$ cat src/rtl/systolic_pkg.sv
// Shared definitions for the systolic operand feeder and its skew buffers.
package systolic_pkg;

  localparam int BITS_AB_DEFAULT = 8;
  localparam int DIM_DEFAULT     = 8;

  // Number of cycles needed to push a full DIM x DIM skewed wavefront through the array.
  function automatic int feed_len(input int dim);
    return 3 * dim - 2;
  endfunction

  localparam int FEED_LEN = feed_len(DIM_DEFAULT);

  typedef enum logic [1:0] {
    IDLE,
    FEED,
    DONE
  } feeder_state_t;

  typedef logic signed [DIM_DEFAULT-1:0][BITS_AB_DEFAULT-1:0] operand_vec_t;

endpackage

$ cat src/rtl/skew_buffer.sv
// DIM x DIM operand register file with one lane write port and a registered,
// diagonally skewed, zero-padded output vector for the current feed step.
module skew_buffer
  import systolic_pkg::*;
#(
  parameter int BITS_AB = BITS_AB_DEFAULT,
  parameter int DIM     = DIM_DEFAULT,
  parameter int STEP_W  = $clog2(feed_len(DIM))
) (
  input  logic                              clk,
  input  logic                              rst,
  input  logic                              we,
  input  logic [$clog2(DIM)-1:0]            idx,
  input  logic signed [DIM-1:0][BITS_AB-1:0] data,
  input  logic                              fire,
  input  logic [STEP_W-1:0]                 step,
  output logic signed [DIM-1:0][BITS_AB-1:0] skewed
);

  localparam int IDX_W = $clog2(DIM);

  logic [DIM-1:0][DIM-1:0][BITS_AB-1:0] mem;
  logic [DIM-1:0][DIM-1:0][BITS_AB-1:0] mem_next;
  logic [DIM-1:0][BITS_AB-1:0]          skew_next;

  // Apply this cycle's lane write so a same-cycle start sees the new operands.
  always_comb begin
    mem_next = mem;
    if (we) begin
      mem_next[idx] = data;
    end
  end

  // Lane i lags by i steps; anything outside its DIM-wide window is zero padding.
  always_comb begin
    int d;
    d         = 0;
    skew_next = '0;
    if (fire) begin
      for (int i = 0; i < DIM; i++) begin
        d = int'(step) - i;
        if (d >= 0 && d < DIM) begin
          skew_next[i] = mem_next[i][d[IDX_W-1:0]];
        end
      end
    end
  end

  // Register file contents and the registered skewed vector.
  always_ff @(posedge clk) begin
    if (rst) begin
      mem    <= '0;
      skewed <= '0;
    end else begin
      mem    <= mem_next;
      skewed <= skew_next;
    end
  end

endmodule

$ cat src/rtl/systolic_feeder.sv
// Operand staging and skew stage in front of the DIM x DIM systolic MAC array.
// Owns the feed FSM, the step counter and the A/B load decode.
module systolic_feeder
  import systolic_pkg::*;
#(
  parameter int BITS_AB = BITS_AB_DEFAULT,
  parameter int DIM     = DIM_DEFAULT
) (
  input  logic                              clk,
  input  logic                              rst,
  input  logic                              load,
  input  logic                              load_sel,
  input  logic [$clog2(DIM)-1:0]            load_idx,
  input  logic signed [DIM-1:0][BITS_AB-1:0] load_data,
  input  logic                              start,
  output logic                              busy,
  output logic                              done,
  output logic                              en_out,
  output logic signed [DIM-1:0][BITS_AB-1:0] A_out,
  output logic signed [DIM-1:0][BITS_AB-1:0] B_out
);

  localparam int              LEN    = feed_len(DIM);
  localparam int              STEP_W = $clog2(LEN);
  localparam logic [STEP_W-1:0] LAST = STEP_W'(LEN - 1);

  feeder_state_t     state, state_next;
  logic [STEP_W-1:0] t, t_next;
  logic              we_a, we_b, fire;

  // Next-state and step sequencing; outputs are registered from the next-state view.
  always_comb begin
    state_next = state;
    t_next     = t;
    case (state)
      IDLE: begin
        if (start) begin
          state_next = FEED;
          t_next     = '0;
        end
      end
      FEED: begin
        if (t == LAST) begin
          state_next = DONE;
          t_next     = '0;
        end else begin
          t_next = t + STEP_W'(1);
        end
      end
      DONE: begin
        state_next = IDLE;
      end
      default: begin
        state_next = IDLE;
        t_next     = '0;
      end
    endcase
  end

  // Loads are only accepted while idle so buffers stay frozen for the whole feed.
  always_comb begin
    we_a = load && !load_sel && (state == IDLE);
    we_b = load &&  load_sel && (state == IDLE);
    fire = (state_next == FEED);
  end

  // FSM state, step counter and registered control outputs.
  always_ff @(posedge clk) begin
    if (rst) begin
      state  <= IDLE;
      t      <= '0;
      busy   <= 1'b0;
      en_out <= 1'b0;
      done   <= 1'b0;
    end else begin
      state  <= state_next;
      t      <= t_next;
      busy   <= fire;
      en_out <= fire;
      done   <= (state_next == DONE);
    end
  end

  skew_buffer #(
    .BITS_AB(BITS_AB),
    .DIM    (DIM),
    .STEP_W (STEP_W)
  ) u_buf_a (
    .clk   (clk),
    .rst   (rst),
    .we    (we_a),
    .idx   (load_idx),
    .data  (load_data),
    .fire  (fire),
    .step  (t_next),
    .skewed(A_out)
  );

  skew_buffer #(
    .BITS_AB(BITS_AB),
    .DIM    (DIM),
    .STEP_W (STEP_W)
  ) u_buf_b (
    .clk   (clk),
    .rst   (rst),
    .we    (we_b),
    .idx   (load_idx),
    .data  (load_data),
    .fire  (fire),
    .step  (t_next),
    .skewed(B_out)
  );

endmodule

$ cat config.mk
export PLATFORM = sky130hd
export DESIGN_NAME = systolic_feeder
export DESIGN_NICKNAME = d
export VERILOG_FILES = /design/src/rtl/systolic_pkg.sv /design/src/rtl/skew_buffer.sv /design/src/rtl/systolic_feeder.sv
export SDC_FILE = /design/constraint.sdc
export NUM_CORES = 2
export LEC_CHECK = 0
export ABC_AREA = 0
export CAP_MARGIN = 30
export CORE_MARGIN = 1.5
export CORE_UTILIZATION = 60
export CTS_CLUSTER_SIZE = 14
export DETAILED_ROUTE_END_ITERATION = 8
export PLACE_DENSITY = 0.88
export SLEW_MARGIN = 20
export SYNTH_ARGS = -nofsm -noshare
export SYNTH_HDL_FRONTEND = slang
export SYNTH_SLANG_ARGS = --single-unit
$ cat constraint.sdc
create_clock -name clk -period 4.5 [get_ports clk]
set_input_delay 0.9 -clock clk [delete_from_list [all_inputs] [get_ports clk]]
set_output_delay 0.9 -clock clk [all_outputs]
set_load 0.02 [all_outputs]
## Word level (Yosys, flattened, before mapping)

Cells that the tools add are included.

- Logic and storage cells: 263
- Output and inout bits: 131
- Bits of input ports: 72
- Register bits after elaboration: 1161

- Reductions and logical operators: 23
- Mux-type cells: 44
- Eq/ne operators: 5
- Add/subtract/negate cells: 8
- Bitwise logic cells: 9
- $lt $le $gt $ge: 26

Operator list:

| cell | number |
|---|---|
| bitwise mux 512 bit | 2 |
| 2-to-1 mux 512 bit | 2 |
| binary-select mux 8 bit (select 3 bit) | 16 |
| >= comparator 32 x 1 -> 1 bit, second input constant | 7 |
| < comparator 32 x 5 -> 1 bit, second input constant | 7 |
| demux 64 bit (select 3 bit) | 1 |
| 2-to-1 mux 8 bit | 16 |
| 2-to-1 mux 64 bit | 1 |
| < comparator 3 x 4 -> 1 bit, second input constant | 9 |
| OR reduction 3 bit | 8 |
| subtractor 5 x 3 -> 6 bit, second input constant | 4 |
| case mux 5 bit (3 select lines) | 1 |
| logical AND 1 bit | 13 |
| subtractor 5 x 2 -> 6 bit, second input constant | 2 |
| 2-to-1 mux 5 bit | 2 |
| NOT 1 bit | 9 |
| subtractor 5 x 1 -> 6 bit, second input constant | 1 |
| adder 5 x 1 -> 5 bit, second input constant | 1 |
| equality test 5 bit, second input constant | 1 |
| >= comparator 5 x 1 -> 1 bit, second input constant | 1 |
| < comparator 5 x 4 -> 1 bit, second input constant | 1 |
| equality test 2 x 1 -> 1 bit, second input constant | 2 |
| equality test 2 bit, second input constant | 2 |
| 2-to-1 mux 2 bit | 2 |
| other kinds (4) | 4 |

## Depth between registers and ports, before layout

- Depth after elaboration: 8
- Gate-level depth with buffers: 19

## Cells and area by module

From an unflattened synthesis, not the netlist that was laid out.

- Cells, all modules: 4970
- Area, all modules: 47818.4 µm²

Modules (own cells, without submodules):

| module | area each (µm²) | cells an instance | sequential area each (µm²) | times used |
|---|---|---|---|---|
| skew_buffer (u_buf_a) | 23939.2 | 2528 | 11531.1 | 1 |
| skew_buffer (u_buf_b) | 23410.0 | 2389 | 11531.1 | 1 |
| systolic_feeder | 469.2 | 53 | 180.2 | 1 |

## Worst setup path after synthesis

OpenSTA, ideal clock, no wires.

- Path kind: input port to flip-flop
- From: in start
- To: reg u_buf_a.skewed[24] (netlist bit)
- Buffers on the path: 6
- Arrival: 3953 ps
- Required time: 4421 ps
- Setup time: 79 ps
- Stages on the path: 14
- Slack: 468 ps
- Path through: nor2b_1 > nor2_1 > a21oi_2 > inv_2 > buf_4 > buf_2 > buf_2 > buf_2 > ha_1 > clkbuf_1 > xnor2_2 > clkbuf_1 > mux4_2 > a211oi_2

- Word-level cells in the longest chain between the ends: 7

Ends and longest elaborated chain:

| element | RTL line | text |
|---|---|---|
| start: declaration | systolic_feeder.sv:15 | `input logic start,` |
| 2-to-1 mux 5 bit * | systolic_feeder.sv:37 | `if (start) begin` |
| case mux 5 bit (3 select lines) * | systolic_feeder.sv:35 | `case (state)` |
| named net t_next[0] | systolic_feeder.sv:28 | `logic [STEP_W-1:0] t, t_next;` |
| subtractor 5 x 2 -> 6 bit * | skew_buffer.sv:41 | `d = int'(step) - i;` |
| >= comparator 32 x 1 -> 1 bit or < comparator 32 x 5 -> 1 bit (tied branches) | skew_buffer.sv:42 | `if (d >= 0 && d < DIM) begin` |
| logical AND 1 bit | skew_buffer.sv:42 |  |
| NOT 1 bit (no line) | n/a |  |
| OR reduction 3 bit (no line) | n/a |  |
| end signal: assignment | skew_buffer.sv:56 | `skewed <= skew_next;` |
| end: declaration | skew_buffer.sv:17 | `output logic signed [DIM-1:0][BITS_AB-1:0] skewed` |

Mark *: on every way through the listed nets, which the timed path passes. The rest lies on a longest branch. The select of a mux whose other input is x is not followed.
A chain may end at the register's enable or synchronous reset.

## Final worst setup path

- From: reg t[0]
- To: reg u_buf_a.skewed[60] (netlist bit)

- Word-level cells in the longest chain between the ends: 8

Ends and longest elaborated chain:

| element | RTL line | text |
|---|---|---|
| start: declaration | systolic_feeder.sv:28 |  |
| start signal: assignment | systolic_feeder.sv:77 | `t <= t_next;` |
| adder 5 x 1 -> 5 bit or equality test 5 bit (tied branches) | systolic_feeder.sv:47, systolic_feeder.sv:43 |  |
| 2-to-1 mux 5 bit | systolic_feeder.sv:43 | `if (t == LAST) begin` |
| case mux 5 bit (3 select lines) | systolic_feeder.sv:35 |  |
| subtractor 5 x 3 -> 6 bit | skew_buffer.sv:41 |  |
| >= comparator 32 x 1 -> 1 bit or < comparator 32 x 5 -> 1 bit (tied branches) | skew_buffer.sv:42 |  |
| logical AND 1 bit | skew_buffer.sv:42 |  |
| NOT 1 bit (no line) | n/a |  |
| OR reduction 3 bit (no line) | n/a |  |

Parallel ways exist; a longest one is shown, timed or not. The select of a mux whose other input is x is not followed.

==> results.cfg <==
[timing]
holdWs_ns = 0.489
relSlewSlack_pct = 26.2
min_period_over_period_pct = 86.4
fin_setup_tns_ns = 0
fmax_ghz = 0.257
final_hold_viol_count = 0
min_period_ns = 3.89
rsz0062_at_grt = no
finalSetupViolCount = 0
finClkSkew_ns = 0.0329
finalMaxSlewViolations = 0
tightest_slew_ns = 1.10

[logic_synthesis]
synth_nets = 4890
yosysUniqueCellTypes = 57
synth-edff-count = 0
avgSynthCellArea_um2 = 9.95
yosysWarnings = 0
synth-main-ff-cell = dfxtp_1
synthMuxAreaShare_pct = 26.7
synth_top_family_by_area = multiplexers
ys_ff_latch = 1161
synthAdderAreaFrac_pct = 0.340
synth_simple_gate_area_share_pct = 13.4
synth_compound_area_share_pct = 6.43
seq_area_frac_synth_pct = 48.6
syn_area_um2 = 47800
synthCells = 4805
async_flop_share_pct = 0
synth_xor_xnor_area_share_pct = 0.215

[worst_setup_path]
critPathMostFrequentCell = ha_1
endpoint_kind = register
max_stage_delay_ns = 0.69
reg2reg_setup_slack_ns = 0.61
crit_buf_inv = 2
rr_startpoint = t[0]
crit_chain = ha_1 -> and4b_1 -> nor2_1 -> a21oi_4 -> inv_8 -> ha_1 -> xnor2_4 -> buf_4 -> mux4_2 -> nor2b_1 -> a211oi_2
path_max_fanout = 17
critPathArrivalTime_ns = 4.49
reg2regPathDepth = 11
crit_family = simple AND/OR/NAND/NOR gates
cp-start-kind = register
r2r_end = u_buf_a.skewed[60]
cp_slowest_cell = xnor2_4
worstSetupPathType = register to register
crit_required_ns = 5.10

[grt]
grt_max_degree = 181
grt_pass1_vias = 38300
grt-ovfl-total = 0
grt_pass1_wl_mm = 236
grt_antenna_before_repair = 6
grt.total_usage_pct = 38.1

[clock_tree]
post-cts-setup-buffer-count = 0
clock_sink_count = 1161
clk_pin_slew_ns = 0.06
cts_tree = built
root_buffer = clkbuf_16
h-tree-depth = 3
hold_buffers = 0
cts_buffer_depth = 3
worstSkewPairLatency_ns = 0.71
cts_buffers = 111
cts-resized-gates = 0

[drt]
ant_nets = 0
drt_iter0_drc = 5041
drtPass1Iterations = 9
drt_wl_total_mm = 160
drc = 0
vias = 39200
routedWlPerCell_um = 26.4
viasPerCell = 6.50

[die]
initial_core_util_pct = 60.6
core_um2 = 78900
rows = 103
dieArea_um2 = 81400
fp.dieH_um = 285
ios = 203
die_x_um = 285

[placement]
globalplace.congestion = 0.926
dpl.hpwl_mm = 94.1
portBuffers = 202

[job]
maxCapViolations = 0

[pwr]
vdd_drop_max_mv = 0.337
pwr_density_cell_nw_per_um2 = 407
p_leak_nw = 23.8

[hold_path]
hold_depth = 2
hp-class = register to register
hp-start = u_buf_b.mem[449]
min_to = u_buf_b.mem[449]

[finish]
layout.nets = 4972
drive_gt1_share_pct = 11.1
nFillCells = 5157
syn_to_final_growth_pct = 14.9

[status]
status = finished, final reports clean
==> cells by family (layout without fill, tap and decap cells) <==
| logic type | after synthesis | after routing |
|---|---|---|
| flops | 1161 | 1161 |
| other cells | 0 | 3 |
| mux | 1177 | 1177 |
| xor+xnor | 10 | 10 |
| fa+ha+maj | 13 | 13 |
| simple gates | 1566 | 1566 |
| compound gates | 435 | 435 |
| buf+inv | 443 | 620 |
==> layout by cell type, fill, tap and decap left out, types with 10 or more instances in the layout <==
cell type and instances:
mux2i_1 1089, a211oi_1 67, dfxtp_1 1161, buf_12 27
nand3_1 27, a211oi_2 17, buf_2 26, clkbuf_16 113
clkdlybuf4s50_1 175, o221ai_1 92, o21ai_0 10, a21oi_1 133
nor3_1 16, ha_1 12, clkbuf_8 37, nor2_1 1055
nor2b_1 26, nor4_1 46, clkinv_2 17, and2_1 18
mux2_2 10, and3_1 27, nand2_1 309, buf_4 172
a311oi_1 30, o22ai_1 54, mux4_2 78, clkbuf_1 22
==> metrics by stage <==
step	std cells	total power [W]	area (um^2)	utilization (%)	setup WS, ns
6_report	6035	0.0223	54900	69.6	0.614
5_1_grt	6033	0.0228	54900	69.6	0.490
4_1_cts	6032	0.0222	54900	69.6	0.678
3_5_place_dp	5824	0.0126	51000	64.7	0.164
3_3_place_gp	5822	0.0125	51000	64.6	0.217
2_1_floorplan	4805	0.0118	47800	-	0.468
==> flip-flops by register name, summed over array words and instances (netlist names) <==
signal	cells
done	1
t	5
en_out	1
u_buf_b.skewed	64
u_buf_b.mem	512
state	2
u_buf_a.skewed	64
u_buf_a.mem	512
==> cell type report <==
cell class                      count  area (um^2)  area share, %
Clock inverter                     36          488          0.889
Tap cell                         1050         1310           2.39
Inverter                            9         41.3         0.0752
Antenna cell                        3         7.51         0.0137
Multi-Input combinational cell   3201        22600           41.2
Clock buffer                      172         3420           6.23
Timing Repair Buffer              403         3760           6.84
Sequential cell                  1161        23200           42.3
==> synthesized netlist by cell type (46+ instances only) <==
cell / n / area share [%]
nand2_1: 311 / 2.4
buf_2: 106 / 1.1
dfxtp_1: 1161 / 49
mux2i_1: 1089 / 23
o221ai_1: 92 / 1.7
mux4_2: 78 / 3.7
a21oi_1: 133 / 1.4
nor4_1: 46 / 0.60
clkbuf_1: 259 / 2.0
nor2_1: 1056 / 8.3
a211oi_1: 67 / 1.1
o22ai_1: 54 / 0.71
==> worst max-delay path by stage <==
stage               startpoint                  to  slack, ns  cells past startpoint
detailed placement       start  u_buf_a.skewed[59]       0.16                     11
CTS                       t[0]  u_buf_a.skewed[60]       0.68                     11
floorplan                start  u_buf_a.skewed[24]       0.47                     14
finish                    t[0]  u_buf_a.skewed[60]       0.61                     11
global route              t[0]  u_buf_b.skewed[28]       0.49                     11
global placement         start  u_buf_a.skewed[60]       0.22                     11
==> per-layer routing <==
metal	vias to the layer above	track usage (%)	part of all wire, %
li1	16800	-	-
met1	18900	46.5	35
met2	2786	56.9	43
met3	830	10.2	13
met4	6	30.2	9.2
met5	-	0	0.019
==> where the power goes <==
group	internal [W]	switching, W
clock network	0.00575	0.00411
registers	0.0104	0.0000346
logic	0.000596	0.00147
total	0.0167	0.00562
==> tightest hold or removal path, stage by stage (launching register included) <==
cell	delay, ns
dfxtp_1	0.30
mux2i_1	0.07
nor2_1	0.08
Power figures use the tool's default switching activity.
